## src/rtl/sdc_dmaster_bytes_to_packets.sv

```systemverilog
`default_nettype none
// ============================================================================
// Module   : sdc_dmaster_bytes_to_packets
// Purpose  : Decodes the debug-master raw byte stream into Avalon-ST packets.
//            In-band SOP, EOP, channel-prefix and escape characters are
//            stripped. Each remaining data byte is presented on a single
//            registered output stage that carries SOP/EOP/channel sideband.
// Ports    : clk, reset           - clock, synchronous active-high reset
//            in_valid/in_ready    - raw byte sink handshake
//            in_data[7:0]         - raw byte
//            out_valid/out_ready  - decoded beat source handshake
//            out_data[7:0]        - decoded byte
//            out_channel          - channel of the beat
//            out_startofpacket    - SOP qualifier
//            out_endofpacket      - EOP qualifier
// Revision : 1.0  initial release
// ============================================================================
module sdc_dmaster_bytes_to_packets #(
  parameter int         CHANNEL_WIDTH = 8,
  parameter logic [7:0] SOP_CHAR      = 8'h7A,
  parameter logic [7:0] EOP_CHAR      = 8'h7B,
  parameter logic [7:0] CHAN_CHAR     = 8'h7C,
  parameter logic [7:0] ESC_CHAR      = 8'h7D,
  parameter logic [7:0] ESC_XOR       = 8'h20
) (
  input  logic                     clk,
  input  logic                     reset,
  output logic                     in_ready,
  input  logic                     in_valid,
  input  logic [7:0]               in_data,
  input  logic                     out_ready,
  output logic                     out_valid,
  output logic [7:0]               out_data,
  output logic [CHANNEL_WIDTH-1:0] out_channel,
  output logic                     out_startofpacket,
  output logic                     out_endofpacket
);

  // Decoder state: pending flags plus the channel for the next emitted byte.
  logic                     esc_pend;
  logic                     chan_pend;
  logic                     sop_pend;
  logic                     eop_pend;
  logic [CHANNEL_WIDTH-1:0] channel;

  logic                     esc_pend_nx;
  logic                     chan_pend_nx;
  logic                     sop_pend_nx;
  logic                     eop_pend_nx;
  logic [CHANNEL_WIDTH-1:0] channel_nx;

  logic                     accept;
  logic                     emit;
  logic [7:0]               dec_byte;
  logic [CHANNEL_WIDTH-1:0] dec_chan;

  // The output stage can take a new beat when empty or draining this cycle.
  assign in_ready = !out_valid || out_ready;
  assign accept   = in_valid && in_ready;

  // An escaped byte is un-XORed; otherwise the byte is taken as-is. Only the
  // branches that see esc_pend=1 or a non-control byte use this value.
  assign dec_byte = esc_pend ? (in_data ^ ESC_XOR) : in_data;

  generate
    if (CHANNEL_WIDTH <= 8) begin : g_chan_trunc
      assign dec_chan = dec_byte[CHANNEL_WIDTH-1:0];
    end else begin : g_chan_zext
      assign dec_chan = {{(CHANNEL_WIDTH-8){1'b0}}, dec_byte};
    end
  endgenerate

  // Byte decode, evaluated in priority order. An escape pending makes the
  // following byte literal, even if it matches a control character.
  always_comb begin
    esc_pend_nx  = esc_pend;
    chan_pend_nx = chan_pend;
    sop_pend_nx  = sop_pend;
    eop_pend_nx  = eop_pend;
    channel_nx   = channel;
    emit         = 1'b0;

    if (accept) begin
      if (esc_pend) begin
        esc_pend_nx = 1'b0;
        if (chan_pend) begin
          channel_nx   = dec_chan;
          chan_pend_nx = 1'b0;
        end else begin
          emit = 1'b1;
        end
      end else if (in_data == ESC_CHAR) begin
        esc_pend_nx = 1'b1;
      end else if (in_data == SOP_CHAR) begin
        // A framing marker cancels a pending channel prefix; channel holds.
        sop_pend_nx  = 1'b1;
        chan_pend_nx = 1'b0;
      end else if (in_data == EOP_CHAR) begin
        eop_pend_nx  = 1'b1;
        chan_pend_nx = 1'b0;
      end else if (in_data == CHAN_CHAR) begin
        chan_pend_nx = 1'b1;
      end else if (chan_pend) begin
        channel_nx   = dec_chan;
        chan_pend_nx = 1'b0;
      end else begin
        emit = 1'b1;
      end
    end

    // The framing flags are consumed by the byte that carries them.
    if (emit) begin
      sop_pend_nx = 1'b0;
      eop_pend_nx = 1'b0;
    end
  end

  always_ff @(posedge clk) begin
    if (reset) begin
      esc_pend          <= 1'b0;
      chan_pend         <= 1'b0;
      sop_pend          <= 1'b0;
      eop_pend          <= 1'b0;
      channel           <= '0;
      out_valid         <= 1'b0;
      out_data          <= 8'h00;
      out_channel       <= '0;
      out_startofpacket <= 1'b0;
      out_endofpacket   <= 1'b0;
    end else begin
      esc_pend  <= esc_pend_nx;
      chan_pend <= chan_pend_nx;
      sop_pend  <= sop_pend_nx;
      eop_pend  <= eop_pend_nx;
      channel   <= channel_nx;

      // emit implies accept, which implies the register is free or draining.
      if (emit) begin
        out_valid         <= 1'b1;
        out_data          <= dec_byte;
        out_channel       <= channel;
        out_startofpacket <= sop_pend;
        out_endofpacket   <= eop_pend;
      end else if (out_ready) begin
        out_valid <= 1'b0;
      end
    end
  end

endmodule
`default_nettype wire

```

## config.mk

```make
export PLATFORM = sky130hd
export DESIGN_NAME = sdc_dmaster_bytes_to_packets
export DESIGN_NICKNAME = d
export VERILOG_FILES = /design/src/rtl/sdc_dmaster_bytes_to_packets.sv
export SDC_FILE = /design/constraint.sdc
export NUM_CORES = 1
export LEC_CHECK = 0
export CORE_ASPECT_RATIO = 1.2
export CORE_MARGIN = 3
export CORE_UTILIZATION = 43
export DETAILED_ROUTE_END_ITERATION = 12
export PLACE_DENSITY = 0.74
export SLEW_MARGIN = 30
export SYNTH_ARGS = -nofsm -noshare
export SYNTH_HDL_FRONTEND = slang
export SYNTH_SLANG_ARGS = --single-unit
```

## constraint.sdc

```tcl
create_clock -name clk -period 1.3 [get_ports clk]
set_input_delay 0.13 -clock clk [delete_from_list [all_inputs] [get_ports clk]]
set_output_delay 0.13 -clock clk [all_outputs]
set_load 0.02 [all_outputs]
```

### Yosys cells after proc, flatten, opt, wreduce, memory -nomap -nowiden

Index checks and enable logic that the tools add are counted.

| word-level totals | value |
|---|---|
| memory bits (read-only) | 0 |
| output and inout port bits | 20 |
| word-level logic and storage cells | 54 |
| register bits after elaboration | 31 |
| latch bits | 0 |
| memory bits (writable) | 0 |
| memories kept | 0 |
| input port bits | 12 |

| operators by class | value |
|---|---|
| shifts and indexed selects | 0 |
| div/mod/pow operators | 0 |
| $mul | 0 |
| add/sub/neg operators | 0 |
| equality and inequality tests | 8 |
| muxes and demuxes | 23 |
| bitwise operators | 4 |
| $lt $le $gt $ge | 0 |
| reduce and logical (&&, ||, !) cells | 9 |

Operator list:

| kind | number |
|---|---|
| 8-bit two-way mux | 6 |
| 8-bit by 7-bit == test with 1-bit output (second input constant) | 4 |
| 1-bit two-way mux | 16 |
| 5-bit AND reduction | 2 |
| 2-bit inequality test (second input constant) | 4 |
| 6-bit two-way mux | 1 |
| 1-bit inverter | 4 |
| 4-bit AND reduction | 1 |
| 2-bit AND reduction | 1 |
| 2-bit nonzero test | 1 |
| 2-bit OR reduction | 1 |
| 1-bit logical AND | 1 |
| 1-bit logical NOT | 1 |
| 1-bit logical OR | 1 |

### Logic depth before layout (Yosys ltp)

Gate-level depths: netlist of the first run.

| depth | value |
|---|---|
| depth in word-level cells | 8 |
| gate-level depth with buffers | 5 |
| gate-level depth less buffers | 4 |

### Least setup slack after synthesis of the first run

No wires, ideal clock.

| timing | value |
|---|---|
| kind | reg-to-reg |
| start | register out_valid |
| end | register out_channel[0] |
| stages on the path, launching flop included | 6 |
| period minus slack after synthesis | 1.479 ns |
| arrival | 1.360 ns |
| slack | -0.179 ns |
| data required time | 1.181 ns |
| path buffers | 1 |
| setup time | 0.119 ns |
| path through | dfxtp_1 nand2b_1 nand2_1 or3_1 buf_6 mux2i_1 |

| on the way | value |
|---|---|
| longest elaborated chain between the ends | 4 |

Ends and longest elaborated chain:

| what | line | text |
|---|---|---|
| start, declared | 32 | `output logic out_valid,` |
| start signal, assigned | 125 | `out_valid <= 1'b0;` |
| start signal, assigned | 139 | `out_valid <= 1'b1;` |
| start signal, assigned | 145 | `out_valid <= 1'b0;` |
| 1-bit logical NOT | 58 | `assign in_ready = !out_valid \|\| out_ready;` |
| 1-bit logical OR | 58 |  |
| named net in_ready | 28 | `output logic in_ready,` |
| 1-bit logical AND | 59 | `assign accept = in_valid && in_ready;` |
| 1-bit two-way mux | 83 | `if (accept) begin` |
| end signal, assigned | 141 | `out_channel <= channel;` |
| end, declared | 34 | `output logic [CHANNEL_WIDTH-1:0] out_channel,` |

The timed path passes the listed nets, and every way through them passes these cells.
A chain may end at the register's enable or synchronous reset.

### Worst setup path in the final report of the first run

| timing | value |
|---|---|
| start | register esc_pend |
| end | register eop_pend |

| on the way | value |
|---|---|
| longest elaborated chain between the ends | 3 |
| elaborated cells on any way between the ends | 5 |
| classes of those cells | mux: 2; bitwise: 1; reduce/logical: 2 |

Ends and longest elaborated chain:

| what | line | text |
|---|---|---|
| start, declared | 40 | `logic esc_pend;` |
| start signal, assigned | 131 | `esc_pend <= esc_pend_nx;` |
| 1-bit two-way mux | 84 | `if (esc_pend) begin` |
| 1-bit two-way mux | 83 |  |
| 2-bit OR reduction (no line) | -- |  |
| end signal, assigned | 134 | `eop_pend <= eop_pend_nx;` |
| end, declared | 43 | `logic eop_pend;` |

Parallel ways exist; a longest one is shown, timed or not.

==> metrics.md, run 1 <==
| Metric | Value |
|---|---|
| Outcome | finished, violations left |
| Failing checks | negative setup slack |
| Via count | 1015 |
| Worst-skew pair later-pin latency | 0.32 ns |
| Std-Cell Rows | 21 |
| Sequential Power Share | 0.557 |
| Pwr dens | 967 nW/um2 |
| Pin count of the biggest net entering global routing | 42 |
| Fillers | 249 |
| TritonCTS clock tree | built |
| Critical Path Sink Type | flop |
| Initial Util | 0.463 |
| ANT nets after route | 0 |
| Antenna violations before repair | 0 |
| Synth Area per Inst | 10.5 um2 |
| VDD IR max | 868 uV |
| Drt drc | 0 |
| Max-slew violations | 0 |
| Number of diodes | 0 |
| Nets | 186 |
| Clock Skew | 0.00700 ns |
| Root Driver | clkbuf_4 |
| NetSw | 447 uW |
| R2R Setup Slk | -0.02 ns |
| Total wire length | 2.71 mm |
| Critical Setup Path Class | flop to flop |
| CP required | 1.54 ns |
| Placer Congestion | 0.851 |
| Maximum clock path buffer count | 2 |
| Biggest area consumer among synthesized cells | dfxtp_1 |
| Minimum clock period | 1.32 ns |
| Gate Count Post-Synth | 126 |
| Finished Cell Area | 1840 um2 |
| Total CTS buffers | 5 |
| Layout cells sized above 1 | 0.179 |
| Hold Buf Count CTS | 0 |
| Final cycle utilization of the critical path | 1.02 |
| Biggest regs | channel x8, out_channel x8, out_data x8 |
| Hold Startpoint | in_data[2] |
| DR pass1 iterations | 4 |
| Number of H-tree levels | 2 |
| GRT Util Overall | 0.157 |
| Max Cap Viol | 0 |
| Synthesized area | 1330 um2 |
| Clk sinks | 31 |
| Clock Power Share | 0.269 |
| Top cells by area, synth | dfxtp_1 (47%), mux2i_1 (20%), nand2b_1 (17%) |
| Min-delay worst type | input pin to flop |
| Port bufs | 31 |
| Die Y | 66.8 um |
| Fin. Hold Viols | 0 |
| Reg-to-reg endpoint | eop_pend |
| Post-DP HPWL | 1.96 mm |
| First-pass GRT wire length | 4.59 mm |
| Vias in the first global route | 1013 |
| Area delta synth->final | 39.0% |
| Worst path arrival time | 1.56 ns |
| Flops & latches, synth | 31 |
| Final Setup Violations | 7 |
| Yosys top cell area share | 0.468 |
| WHS Endpoint | out_data[2] |
| CP max FO | 5 |
| Sequential area share after synthesis | 0.468 |
| Core box area | 2860 um2 |
| Net Count, Synth | 138 |
| Leak | 0.000814 uW |
| Hold depth | 4 |
| Gate power share | 0.173 |
| Die X | 56.7 um |
| Io pins | 32 |
| Sw Share | 0.251 |
| Yosys cell types | 21 |
| Final setup margin | -0.0238 ns |
| Clock transition at the registers of the reported paths | 0.08 ns |
| R2r worst-path depth | 6 |
| Synthesis Warnings | 0 |
| Slew @ Worst Pin | 0.289 ns |
| Critical path startpoint category | flop |
| Internal power | 1330 uW |
| Routed length per instance | 13.1 um |
| Dpl cell area | 1780 um2 |
| Gr ovfl total | 0 |
| DR iter-0 viols | 16 |
| Placement Setup Slack | -0.436 ns |
| Via density per instance | 4.90 |
| Unrepaired setup endpoints after global routing | yes |
| FF-to-FF Start | esc_pend |
| Die ar. | 3790 um2 |
| Fmax | 755 MHz |
| Max-slew headroom | 0.807 |
stage by stage:
| stage | TNS, ns | total power [uW] | hold slack, ns | std cells | util |
|---|---|---|---|---|---|
| after floorplan | 0 | 1180 | 0.284 | 126 | - |
| after CTS | -0.0693 | 1800 | 0.415 | 206 | 0.641 |
| final | -0.0601 | 1780 | 0.427 | 207 | 0.644 |
| after global routing | -1.38 | 1860 | 0.449 | 207 | 0.644 |
| after global placement | -10.07 | 1310 | 0.461 | 200 | 0.621 |
| after detailed placement | -11.15 | 1320 | 0.468 | 200 | 0.621 |
area by class of cell:
class,instances,area (um2),area share
multi-input combinational,87,698,0.379
sequential,31,623,0.338
timing repair buffer,48,434,0.236
tap,34,42.5,0.0231
clock buffer,6,41.3,0.0224
inverter,1,3.75,0.00204
worst max-delay path by stage:
stage | to | startpoint | cells past startpoint
after floorplan | out_channel[0] | out_valid | 5
after global placement | out_data[7] | in_data[1] | 7
after detailed placement | out_channel[6] | in_data[1] | 6
after CTS | out_channel[6] | esc_pend | 5
after global routing | sop_pend | esc_pend | 6
final | eop_pend | esc_pend | 6
cells in the final DEF, fill, tap and decap left out, types with 2 or more instances in the layout:
master | Yosys | routed
a21oi_1 | 4 | 4
a41oi_1 | 2 | 2
buf_4 | 0 | 13
buf_6 | 2 | 3
clkbuf_4 | 0 | 5
clkdlybuf4s50_1 | 0 | 9
dfxtp_1 | 31 | 29
dfxtp_2 | 0 | 2
dlygate4sd2_1 | 0 | 22
mux2i_1 | 26 | 26
nand2_1 | 3 | 2
nand2b_1 | 37 | 36
nor2b_1 | 2 | 2
nor3_1 | 3 | 3
nor3_4 | 0 | 2
synthesized netlist by cell type (all sizes together):
cell type  count
a21oi          4
a41oi          2
and2           1
buf            3
clkbuf         4
dfxtp         31
inv            1
mux2i         26
nand2          3
nand2b        37
nand4          1
nand4bb        1
nor2           1
nor2b          2
nor3           5
nor3b          1
or3            1
xnor2          1
xor2           1
metal layers:
| layer | routed length (um) | up-vias | track usage |
|---|---|---|---|
| li1 | - | 513 | - |
| met1 | 1190 | 477 | 0.184 |
| met2 | 1370 | 21 | 0.263 |
| met3 | 124 | 4 | 0.0581 |
| met4 | 26 | 0 | 0.0534 |
| met5 | 0 | - | 0 |
power by group through the flow:
stage	Sequential, uW	Combinational, uW	Clock (uW)
after floorplan	1040	138	0
after detailed placement	1020	305	0
after global routing	997	330	530
final	993	309	480
after global placement	1010	301	0
after CTS	993	307	501
what timing repair did:
action                     in CTS  in global routing
setup endpoints to repair      45                 29
resized for setup              31                  0
buffers inserted                0                  1
pin swaps                       1                  0
cell families (layout without fill, tap and decap cells):
| kind of cell | after synthesis | count (layout) | synth area share |
|---|---|---|---|
| simple gates | 53 | 53 | 0.254 |
| flops | 31 | 31 | 0.468 |
| mux | 26 | 26 | 0.196 |
| buf+inv | 8 | 55 | 0.0349 |
| compound gates | 6 | 6 | 0.0283 |
| xor+xnor | 2 | 2 | 0.0189 |
critical path, cell delays in order, from the launching register on:
cell and delay (ns):
dfxtp_2 0.32, nand4bb_4 0.23, nor3_4 0.17, buf_4 0.15
nor3_4 0.04, buf_4 0.16, nor3_1 0.16
(Power assumes the default switching activity.)
==> run 2: changes to the inputs <==
--- a/config.mk
+++ b/config.mk
@@ -10,6 +10,8 @@
 export CORE_UTILIZATION = 43
 export DETAILED_ROUTE_END_ITERATION = 12
 export PLACE_DENSITY = 0.74
+export RECOVER_POWER = 50
+export REMOVE_ABC_BUFFERS = 1
 export SLEW_MARGIN = 30
 export SYNTH_ARGS = -nofsm -noshare
 export SYNTH_HDL_FRONTEND = slang
==> metrics.md, run 2 (synthesized netlist as in run 1, its figures left out) <==
| Metric | Value |
|---|---|
| Final TNS setup | 0 ns (+0.0601 ns) |
| Total power | 1870 uW (+4.9%) |
| Hold Startpoint | in_data[1] |
| Max Cap Viol | 0 (unchanged) |
| Max-slew headroom | 0.800 (-0.00679) |
| R2R Setup Slk | 0.0001 ns (+0.02 ns) |
| TritonCTS clock tree | built |
| Fin cells | 207 (unchanged) |
| Worst-skew pair later-pin latency | 0.33 ns (about the same) |
| Via density per instance | 5.09 (+3.8%) |
| GRT Util Overall | 0.163 (+0.00565) |
| Slew @ Worst Pin | 0.296 ns (+0.00692 ns) |
| Final cycle utilization of the critical path | 1.00 (-0.0184) |
| Max-slew violations | 0 (unchanged) |
| Core box area | 2860 um2 (unchanged) |
| Number of diodes | 0 (unchanged) |
| Leak | 0.000834 uW (+2.4%) |
| Std-Cell Rows | 21 (unchanged) |
| Internal power | 1390 uW (+4.5%) |
| Dpl cells | 197 (-1.5%) |
| Fin. Hold Viols | 0 (unchanged) |
| Die ar. | 3790 um2 (unchanged) |
| CP max FO | 6 (+1) |
| Total wire length | 2.81 mm (+3.8%) |
| Nets | 185 (-0.54%) |
| NetSw | 474 uW (+6.0%) |
| Routed length per instance | 13.6 um (+3.8%) |
| Outcome | complete, no violations |
| Gate power share | 0.171 (-0.002) |
| FF-to-FF Start | esc_pend |
| Worst path arrival time | 1.55 ns (about the same) |
| Sequential Power Share | 0.532 (-0.025) |
| Most common cell after layout, fill and taps aside | nand2b_1 |
| Total CTS buffers | 5 (unchanged) |
| ANT nets after route | 0 (unchanged) |
| Via count | 1054 (+3.8%) |
| Area delta synth->final | 43.7% |
| Critical path startpoint category | flop |
| CP required | 1.55 ns (about the same) |
| R2r worst-path depth | 6 (unchanged) |
| Antenna violations before repair | 0 (unchanged) |
| Number of H-tree levels | 2 (unchanged) |
| Minimum clock period | 1.30 ns (-0.0239 ns) |
| Die Y | 66.8 um (unchanged) |
| DR iter-0 viols | 17 (+1) |
| Maximum clock path buffer count | 2 (unchanged) |
| Clock Skew | 0.0116 ns (+0.00461 ns) |
| Root Driver | clkbuf_4 |
| First-pass GRT wire length | 4.62 mm (+0.76%) |
| Unrepaired setup endpoints after global routing | yes |
| Io pins | 32 (unchanged) |
| Reg-to-reg endpoint | out_endofpacket |
| Sw Share | 0.254 (+0.00255) |
| Final Setup Violations | 0 (-7) |
| Biggest regs | channel x8, out_channel x8, out_data x8 |
| Die X | 56.7 um (unchanged) |
| Critical Setup Path Class | flop to flop |
| Clock transition at the registers of the reported paths | 0.10 ns (+0.02 ns) |
| Pin count of the biggest net entering global routing | 42 (unchanged) |
| Clk sinks | 31 (unchanged) |
| Post-DP HPWL | 1.99 mm (+1.8%) |
| Gr ovfl total | 0 (unchanged) |
| Fmax | 769 MHz (+1.8%) |
| WHS Endpoint | out_data[1] |
| Min-delay worst type | input pin to flop |
| Critical Path Sink Type | flop |
| Layout cells sized above 1 | 0.214 (+0.0347) |
| Most frequent cells in the layout | nand2b_1 (36), dfxtp_1 (29), mux2i_1 (26) |
| Initial Util | 0.463 (unchanged) |
| Vias in the first global route | 1062 (+4.8%) |
| Clock Power Share | 0.298 (+0.029) |
| Pwr dens | 981 nW/um2 (+1.5%) |
| Hold depth | 4 (unchanged) |
| Hold Buf Count CTS | 0 (unchanged) |
| Drt drc | 0 (unchanged) |
| Hold_ws | 0.427 ns (+0.0000250 ns) |
| VDD IR max | 763 uV (-12%) |
| Placer Congestion | 0.721 (-15%) |
| Port bufs | 31 (unchanged) |
| DR pass1 iterations | 4 (unchanged) |
==> run 2: changes by cell type in the layout (fill, tap and decap cells not counted), moves of 2 or more <==
cell / delta
buf_6: +4
buf_4: -5
nor3_4: +2
nor3_1: -2
==> run 2: worst max-delay path by stage <==
stage | from | end | cells past startpoint
after global routing | esc_pend | out_channel[3] | 6
final | esc_pend | out_endofpacket | 6
after floorplan | out_valid | channel[0] | 4
after CTS | esc_pend | out_data[5] | 5
after global placement | in_data[1] | channel[7] | 6
after detailed placement | out_ready | out_channel[3] | 7
==> run 2: layout make-up <==
type / instances / area, um2
Tap cell: 34 / 42.5
Sequential cell: 31 / 623
Inverter: 1 / 3.75
Clock inverter: 1 / 5.00
Timing Repair Buffer: 47 / 443
Multi-Input combinational cell: 87 / 737
Clock buffer: 6 / 51.3
Fill cell: 234 / 958
==> run 2: critical path, cell delays in order (launching register included) <==
cell	delay [ns]
dfxtp_2	0.33
nand4bb_4	0.15
nor3_4	0.06
buf_6	0.12
nor3_4	0.21
buf_6	0.18
mux2i_1	0.18
==> run 2: per-stage QoR <==
stage | area, um2 | worst slack (ns) | utilization
2_1_floorplan | 1280 | -0.735 | -
3_3_place_gp | 1750 | -0.394 | 0.610
3_5_place_dp | 1750 | -0.407 | 0.610
4_1_cts | 1840 | -0.0186 | 0.641
5_1_grt | 1910 | -0.0870 | 0.665
6_report | 1910 | 0.000109 | 0.665
==> run 2: what timing repair did <==
item	CTS	global route
endpoints found under the setup margin	49	28
setup buffers	1	2
pin swaps	2	0
resized for setup	32	14
hold endpoints to repair	0	0
==> run 2: power groups by stage <==
stage                     Clock, uW  Sequential (uW)  Combinational [uW]
after floorplan                   0             1040                 115
after global placement            0             1010                 295
after detailed placement          0             1010                 299
after CTS                       587              994                 302
after global routing            625              998                 342
final                           556              994                 319
==> run 2: layer usage <==
metal / vias to the layer above / routed length (um) / track usage / share of wire
met1: 509 / 1160 / 0.177 / 0.41
li1: 520 / - / - / -
met2: 23 / 1500 / 0.275 / 0.53
met5: - / 0 / 0 / 0
met4: 0 / 19 / 0.0742 / 0.0068
met3: 2 / 128 / 0.0678 / 0.046
==> run 3: changes to the inputs <==
--- a/config.mk
+++ b/config.mk
@@ -9,6 +9,7 @@
 export CORE_MARGIN = 3
 export CORE_UTILIZATION = 43
 export DETAILED_ROUTE_END_ITERATION = 12
+export HOLD_SLACK_MARGIN = 0.15
 export PLACE_DENSITY = 0.74
 export RECOVER_POWER = 50
 export REMOVE_ABC_BUFFERS = 1
==> results of run 3 <==
No change in the layout: final DEF, timing and power equal those of run 2.
